$ cat src/rtl/comet_pkg.sv
`default_nettype none
// ============================================================================
// comet_pkg: shared widths, loader state encoding and error codes
// Rev 1.0
// ============================================================================
package comet_pkg;

  localparam int DATA_W = 16;
  localparam int ADDR_W = 16;

  typedef enum logic [2:0] {
    ST_IDLE   = 3'd0,
    ST_LOAD   = 3'd1,
    ST_VERIFY = 3'd2,
    ST_DONE   = 3'd3,
    ST_ERROR  = 3'd4
  } load_state_t;

  localparam logic [1:0] ERR_NONE  = 2'd0;
  localparam logic [1:0] ERR_RANGE = 2'd1;
  localparam logic [1:0] ERR_CSUM  = 2'd2;

endpackage
`default_nettype wire

$ cat src/rtl/comet_prog_loader_if.sv
`default_nettype none
// ============================================================================
// comet_prog_loader_if: word stream handshake plus RAM write/read port
// Rev 1.0
// ============================================================================
interface comet_prog_loader_if #(
  parameter int DATA_W = 16,
  parameter int ADDR_W = 16
);
  logic              s_valid;
  logic [DATA_W-1:0] s_data;
  logic              s_ready;
  logic              we;
  logic [ADDR_W-1:0] waddr;
  logic [DATA_W-1:0] wdata;
  logic              re;
  logic [ADDR_W-1:0] raddr;
  logic [DATA_W-1:0] rdata;

  modport master (
    input  s_valid, s_data, rdata,
    output s_ready, we, waddr, wdata, re, raddr
  );

  modport slave (
    output s_valid, s_data, rdata,
    input  s_ready, we, waddr, wdata, re, raddr
  );
endinterface
`default_nettype wire

$ cat src/rtl/comet_csum16.sv
`default_nettype none
// ============================================================================
// comet_csum16: wrapping accumulator with synchronous clear and enable
// Rev 1.0
// ============================================================================
module comet_csum16 #(
  parameter int WIDTH = 16
) (
  input  logic             clk,
  input  logic             rst,
  input  logic             clr,
  input  logic             en,
  input  logic [WIDTH-1:0] din,
  output logic [WIDTH-1:0] sum
);

  always_ff @(posedge clk) begin
    if (rst || clr) begin
      sum <= '0;
    end else if (en) begin
      sum <= sum + din;
    end
  end

endmodule
`default_nettype wire

$ cat src/rtl/comet_prog_loader.sv
`default_nettype none
// ============================================================================
// comet_prog_loader: streams a program image into RAM, reads it back, and
// releases the CPU only when the write and read checksums agree.  Rev 1.0
// ============================================================================
module comet_prog_loader #(
  parameter int                DATA_W    = 16,
  parameter int                ADDR_W    = 16,
  parameter int                MEM_DEPTH = 128,
  parameter logic [ADDR_W-1:0] BASE_ADDR = '0
) (
  input  logic                mclk,
  input  logic                rst,
  input  logic                start,
  input  logic [ADDR_W-1:0]   length,
  comet_prog_loader_if.master bus,
  output logic                busy,
  output logic                done,
  output logic                error,
  output logic [1:0]          err_code,
  output logic                cpu_run
);
  import comet_pkg::*;

  load_state_t r_state, w_next_state;

  logic [ADDR_W-1:0] r_len, r_wptr, r_wcnt, r_vcnt;
  logic [DATA_W-1:0] w_wsum, w_rsum, w_rsum_final;
  logic [ADDR_W:0]   w_end_addr;

  logic w_idle_like, w_start_ok, w_len_zero, w_range_bad;
  logic w_accept, w_last_wr, w_v_first, w_v_last, w_csum_ok;

  logic              w_we_d, w_re_d, w_busy_d, w_done_d, w_error_d;
  logic [ADDR_W-1:0] w_waddr_d, w_raddr_d;
  logic [DATA_W-1:0] w_wdata_d;
  logic [1:0]        w_err_d;

  assign w_idle_like  = (r_state == ST_IDLE) || (r_state == ST_DONE) || (r_state == ST_ERROR);
  assign w_start_ok   = start && w_idle_like;
  assign w_len_zero   = (length == '0);
  assign w_end_addr   = {1'b0, BASE_ADDR} + {1'b0, length};
  assign w_range_bad  = w_end_addr > (ADDR_W+1)'(MEM_DEPTH);

  assign bus.s_ready  = (r_state == ST_LOAD);
  assign w_accept     = bus.s_valid && bus.s_ready;
  assign w_last_wr    = w_accept && (r_wcnt == r_len - ADDR_W'(1));

  // Cycle 0 of VERIFY carries the final write; reads start one cycle later.
  assign w_v_first    = (r_state == ST_VERIFY) && (r_vcnt == '0);
  assign w_v_last     = (r_state == ST_VERIFY) && (r_vcnt == r_len);
  assign w_rsum_final = w_rsum + bus.rdata;
  assign w_csum_ok    = (w_wsum == w_rsum_final);

  comet_csum16 #(.WIDTH(DATA_W)) u_wsum (
    .clk (mclk),
    .rst (rst),
    .clr (w_start_ok),
    .en  (w_accept),
    .din (bus.s_data),
    .sum (w_wsum)
  );

  comet_csum16 #(.WIDTH(DATA_W)) u_rsum (
    .clk (mclk),
    .rst (rst),
    .clr (w_start_ok),
    .en  ((r_state == ST_VERIFY) && bus.re),
    .din (bus.rdata),
    .sum (w_rsum)
  );

  always_ff @(posedge mclk) begin
    if (rst) begin
      r_state   <= ST_IDLE;
      bus.we    <= 1'b0;
      bus.waddr <= '0;
      bus.wdata <= '0;
      bus.re    <= 1'b0;
      bus.raddr <= '0;
      busy      <= 1'b0;
      done      <= 1'b0;
      error     <= 1'b0;
      err_code  <= ERR_NONE;
      cpu_run   <= 1'b0;
    end else begin
      r_state   <= w_next_state;
      bus.we    <= w_we_d;
      bus.waddr <= w_waddr_d;
      bus.wdata <= w_wdata_d;
      bus.re    <= w_re_d;
      bus.raddr <= w_raddr_d;
      busy      <= w_busy_d;
      done      <= w_done_d;
      error     <= w_error_d;
      err_code  <= w_err_d;
      cpu_run   <= w_done_d;
    end
  end

  always_comb begin
    w_next_state = r_state;
    case (r_state)
      ST_IDLE, ST_DONE, ST_ERROR: begin
        if (start) begin
          if (w_len_zero)       w_next_state = ST_DONE;
          else if (w_range_bad) w_next_state = ST_ERROR;
          else                  w_next_state = ST_LOAD;
        end
      end
      ST_LOAD:   if (w_last_wr) w_next_state = ST_VERIFY;
      ST_VERIFY: if (w_v_last)  w_next_state = w_csum_ok ? ST_DONE : ST_ERROR;
      default:   w_next_state = ST_IDLE;
    endcase
  end

  always_comb begin
    w_we_d    = w_accept;
    w_waddr_d = w_accept ? r_wptr : bus.waddr;
    w_wdata_d = w_accept ? bus.s_data : bus.wdata;
    w_re_d    = 1'b0;
    w_raddr_d = bus.raddr;
    if (w_v_first) begin
      w_re_d    = 1'b1;
      w_raddr_d = BASE_ADDR;
    end else if ((r_state == ST_VERIFY) && !w_v_last) begin
      w_re_d    = 1'b1;
      w_raddr_d = bus.raddr + ADDR_W'(1);
    end
    w_busy_d  = (w_next_state == ST_LOAD) || (w_next_state == ST_VERIFY);
    w_done_d  = (w_next_state == ST_DONE);
    w_error_d = (w_next_state == ST_ERROR);
    w_err_d   = err_code;
    if (w_start_ok) begin
      w_err_d = (!w_len_zero && w_range_bad) ? ERR_RANGE : ERR_NONE;
    end else if (w_v_last && !w_csum_ok) begin
      w_err_d = ERR_CSUM;
    end
  end

  always_ff @(posedge mclk) begin
    if (rst) begin
      r_len  <= '0;
      r_wptr <= '0;
      r_wcnt <= '0;
      r_vcnt <= '0;
    end else if (w_start_ok) begin
      r_len  <= length;
      r_wptr <= BASE_ADDR;
      r_wcnt <= '0;
      r_vcnt <= '0;
    end else begin
      if (w_accept) begin
        r_wptr <= r_wptr + ADDR_W'(1);
        r_wcnt <= r_wcnt + ADDR_W'(1);
      end
      if (r_state == ST_VERIFY) begin
        r_vcnt <= r_vcnt + ADDR_W'(1);
      end
    end
  end

endmodule
`default_nettype wire

$ cat src/flat_wrapper.sv
// flat-port wrapper written by rule: the top's interface ports become plain ports
module comet_prog_loader_flat import comet_pkg::*;
#(
  parameter int                DATA_W    = 16,
  parameter int                ADDR_W    = 16,
  parameter int                MEM_DEPTH = 128,
  parameter logic [ADDR_W-1:0] BASE_ADDR = '0
)
  (mclk, rst, start, length, busy, done, error, err_code, cpu_run, bus_s_valid, bus_s_data, bus_rdata, bus_s_ready, bus_we, bus_waddr, bus_wdata, bus_re, bus_raddr);
  comet_prog_loader_if #(.DATA_W(DATA_W), .ADDR_W(ADDR_W)) bus_i ();
  input  logic mclk;
  input  logic rst;
  input  logic start;
  input  logic [ADDR_W-1:0] length;
  output logic busy;
  output logic done;
  output logic error;
  output logic [1:0] err_code;
  output logic cpu_run;
  input wire logic [$bits(bus_i.s_valid)-1:0] bus_s_valid;
  input wire logic [$bits(bus_i.s_data)-1:0] bus_s_data;
  input wire logic [$bits(bus_i.rdata)-1:0] bus_rdata;
  output wire logic [$bits(bus_i.s_ready)-1:0] bus_s_ready;
  output wire logic [$bits(bus_i.we)-1:0] bus_we;
  output wire logic [$bits(bus_i.waddr)-1:0] bus_waddr;
  output wire logic [$bits(bus_i.wdata)-1:0] bus_wdata;
  output wire logic [$bits(bus_i.re)-1:0] bus_re;
  output wire logic [$bits(bus_i.raddr)-1:0] bus_raddr;
  assign bus_i.s_valid = bus_s_valid;
  assign bus_i.s_data = bus_s_data;
  assign bus_i.rdata = bus_rdata;
  assign bus_s_ready = bus_i.s_ready;
  assign bus_we = bus_i.we;
  assign bus_waddr = bus_i.waddr;
  assign bus_wdata = bus_i.wdata;
  assign bus_re = bus_i.re;
  assign bus_raddr = bus_i.raddr;
  comet_prog_loader #(.DATA_W(DATA_W), .ADDR_W(ADDR_W), .MEM_DEPTH(MEM_DEPTH), .BASE_ADDR(BASE_ADDR)) u_core (.mclk(mclk), .rst(rst), .start(start), .length(length), .bus(bus_i), .busy(busy), .done(done), .error(error), .err_code(err_code), .cpu_run(cpu_run));
endmodule
$ cat config.mk
export PLATFORM = sky130hd
export DESIGN_NAME = comet_prog_loader_flat
export DESIGN_NICKNAME = d
export VERILOG_FILES = /design/src/rtl/comet_pkg.sv /design/src/rtl/comet_prog_loader_if.sv /design/src/rtl/comet_csum16.sv /design/src/rtl/comet_prog_loader.sv /design/src/flat_wrapper.sv
export SDC_FILE = /design/constraint.sdc
export NUM_CORES = 1
export LEC_CHECK = 0
export BUFFER_PORTS_ARGS = -buffer_cell sky130_fd_sc_hd__clkbuf_2
export CAP_MARGIN = 20
export CORE_MARGIN = 2
export CORE_UTILIZATION = 65
export CTS_BUF_LIST = sky130_fd_sc_hd__clkbuf_8
export CTS_CLUSTER_DIAMETER = 200
export DETAILED_ROUTE_END_ITERATION = 7
export PLACE_DENSITY = 0.93
export SLEW_MARGIN = 30
export SYNTH_ARGS = -nofsm -noshare
export SYNTH_HDL_FRONTEND = slang
export SYNTH_SLANG_ARGS = --single-unit
$ cat constraint.sdc
create_clock -name mclk -period 5.6 [get_ports mclk]
set_input_delay 0.84 -clock mclk [delete_from_list [all_inputs] [get_ports mclk]]
set_output_delay 0.84 -clock mclk [all_outputs]
set_load 0.005 [all_outputs]
==> flow_summary.toml <==
[finish]
syn_to_final_growth_pct = 10.6
antenna_cells = 0
fill_cells = 1042
stdcell_count = 1358
layout-drive-gt1-share = 0.141
nets = 1260
final_area_um2 = 9590

[detailed_routing]
wl_per_cell_um = 15.6
drtAntennaViolNets = 0
drc_errors = 0
vias_per_cell = 5.91
via_count = 8028
drtIter0Drc = 565
wl_um = 21200
drtPass1Iterations = 5

[pwr]
p_leak_nw = 3.65
power_switching_mw = 0.539
power_frac_clock = 0.383
power_frac_comb = 0.085
pwr-share-seq = 0.532
swShare = 0.257
p_int_mw = 1.56
ir_worst_vdd_mv = 0.189
powerDensity_nw_per_um2 = 219

[sta]
slew_viol_final = 0
rsz0062_at_grt = "false"
tightestPinTransition_ps = 706
fmax_mhz = 256
period_needed_ps = 3910
fin_skew_ps = 10.4
relSlewSlack = 0.517
fin_crit_sh = 0.699
setup_slack_ps = 1690
finalSetupTns_ps = 0
hold_violations = 0
setup_violations = 0

[logic_synthesis]
synth.most_common_cell = "nand2_1"
synth-main-ff-cell = "dfxtp_1"
synth_warnings = 0
synth_largest_area_cell = "dfxtp_1"
synthTopCellsByArea = "dfxtp_1 (36%), nand2_1 (7.8%), a21oi_1 (7.5%)"
synth_edf_count = 0
synth_fp_nets = 1186
synth.top_cell.area_share = 0.356
syn_area_per_cell_um2 = 7.91
synth-seq-cells = 154
ys_types = 67
synth_area_um2 = 8670
yosys-top-cells-count = "nand2_1 (179), dfxtp_1 (154), a21oi_1 (129)"
synthCells = 1096
synthArstFlopShare = 0
ys_seq_area_frac = 0.356

[worst_setup_path]
startpoint_type = "primary input"
path_max_fanout = 4
critPathRequiredTime_ps = 5920
path_class = "in2reg"
end_kind = "flip-flop"
crit_arrival_ps = 4240

[flow_run]
maxCapViolations = 0

[worst_hold_path]
hold_class = "reg2reg"

[cts]
clock_path_buffers = 2
holdBufCountCts = 0
clkLatencyLatePin_ps = 470
root_buffer = "clkbuf_8"
cts_setup_buffers = 0
numCtsBuffers = 17
tritoncts = "yes"
clock-sinks = 154
clk_pin_slew_worst_paths_ps = 80
cts_max_level = 4
cts_resized = 0

[floorplan]
initial_core_util = 0.660
die_area_um2 = 14300
core_um2 = 13100
die_x_um = 119
rows = 42
chipHeight_um = 119
ios = 109

[global_routing]
grt_max_degree = 57
antenna_found_initial = 0
grt_usage = 0.299
grt_overflow = 0
grt_pass1_wl_um = 34900
grt_pass1_vias = 7360

[place]
place_ws_ps = 1270
gp_congestion = 0.948
placed_area_um2 = 9220
portBuffers = 108
dpl.hpwl_um = 15300
dp_cells = 1327

[run_status]
status = "finished clean"
-- metrics by stage --
stage	util	total power [mW]	hold slack (ps)
floorplan	-	1.27	436
global placement	0.701	1.31	439
detailed placement	0.702	1.31	445
CTS	0.730	2.10	458
global route	0.730	2.17	473
finish	0.730	2.10	456
-- worst max-delay path, cell delays in order --
cell      delay [ps]
clkbuf_2          80
ha_1             220
inv_1             80
fa_1             440
xnor2_1          140
a311oi_1         280
nand4b_1         130
nor4_1           410
nand3_1          130
or4b_1           470
or4_1            430
nor4_2           300
nand2b_1         210
a21oi_1           80
-- cells by family after synthesis --
group | Yosys count | share of synthesized area
flops | 154 | 0.356
compound gates | 220 | 0.149
mux | 6 | 0.00707
buf+inv | 83 | 0.0409
fa+ha+maj | 38 | 0.0566
xor+xnor | 119 | 0.127
simple gates | 476 | 0.264
-- power groups by stage --
stage,clock network (mW),registers [mW],logic [mW]
CTS,0.810,1.12,0.176
global placement,0,1.14,0.170
detailed placement,0,1.14,0.173
finish,0.803,1.12,0.178
global route,0.857,1.12,0.197
floorplan,0,1.13,0.132
-- final cells by class --
cell class / instances / area (um2) / share of cell area
clock buffer: 20 / 275 / 0.0287
inverter: 25 / 93.8 / 0.00979
sequential: 154 / 3080 / 0.322
timing repair buffer: 113 / 581 / 0.0606
multi-input combinational: 859 / 5240 / 0.546
tap: 176 / 220 / 0.0230
clock inverter: 11 / 96.3 / 0.0100
-- worst paths after layout --
check	depth (start not counted)	slack (ps)	startpoint	end
min	2	460	u_core.err_code[1]	u_core.err_code[1]
min reg2reg	2	460	u_core.err_code[1]	u_core.err_code[1]
max	14	1690	bus_rdata[0]	u_core.r_state[2]
max reg2reg	13	1800	u_core.u_rsum.sum[0]	u_core.r_state[2]
-- placed cells by master, fill, tap and decap left out, types with 23 or more instances in the layout --
master,synthesis,final
a21oi_1,129,129
clkbuf_2,0,107
dfxtp_1,154,154
ha_1,36,36
inv_1,25,26
nand2_1,179,177
nand3_1,35,35
nor2_1,109,109
nor3_1,23,23
o21ai_0,26,26
xnor2_1,60,60
xor2_1,55,55
-- metal layers --
metal | up-vias | track usage | routed length (um)
met4 | 0 | 0.109 | 639
met2 | 254 | 0.516 | 10500
li1 | 3931 | - | -
met3 | 55 | 0.0527 | 992
met1 | 3788 | 0.375 | 9100
met5 | - | 0 | 0
-- registers in the layout, indices dropped and copies added (netlist names) --
| signal | count |
|---|---|
| u_core.bus.raddr | 16 |
| u_core.bus.waddr | 16 |
| u_core.bus.wdata | 16 |
| u_core.r_len | 16 |
| u_core.r_vcnt | 16 |
| u_core.r_wcnt | 16 |
| u_core.r_wptr | 16 |
| u_core.u_rsum.sum | 16 |
| u_core.u_wsum.sum | 16 |
| u_core.r_state | 3 |
| u_core.err_code | 2 |
| u_core.bus.re | 1 |
| u_core.bus.we | 1 |
| u_core.busy | 1 |
| u_core.done | 1 |
| u_core.error | 1 |
Power figures use the tool's default switching activity.
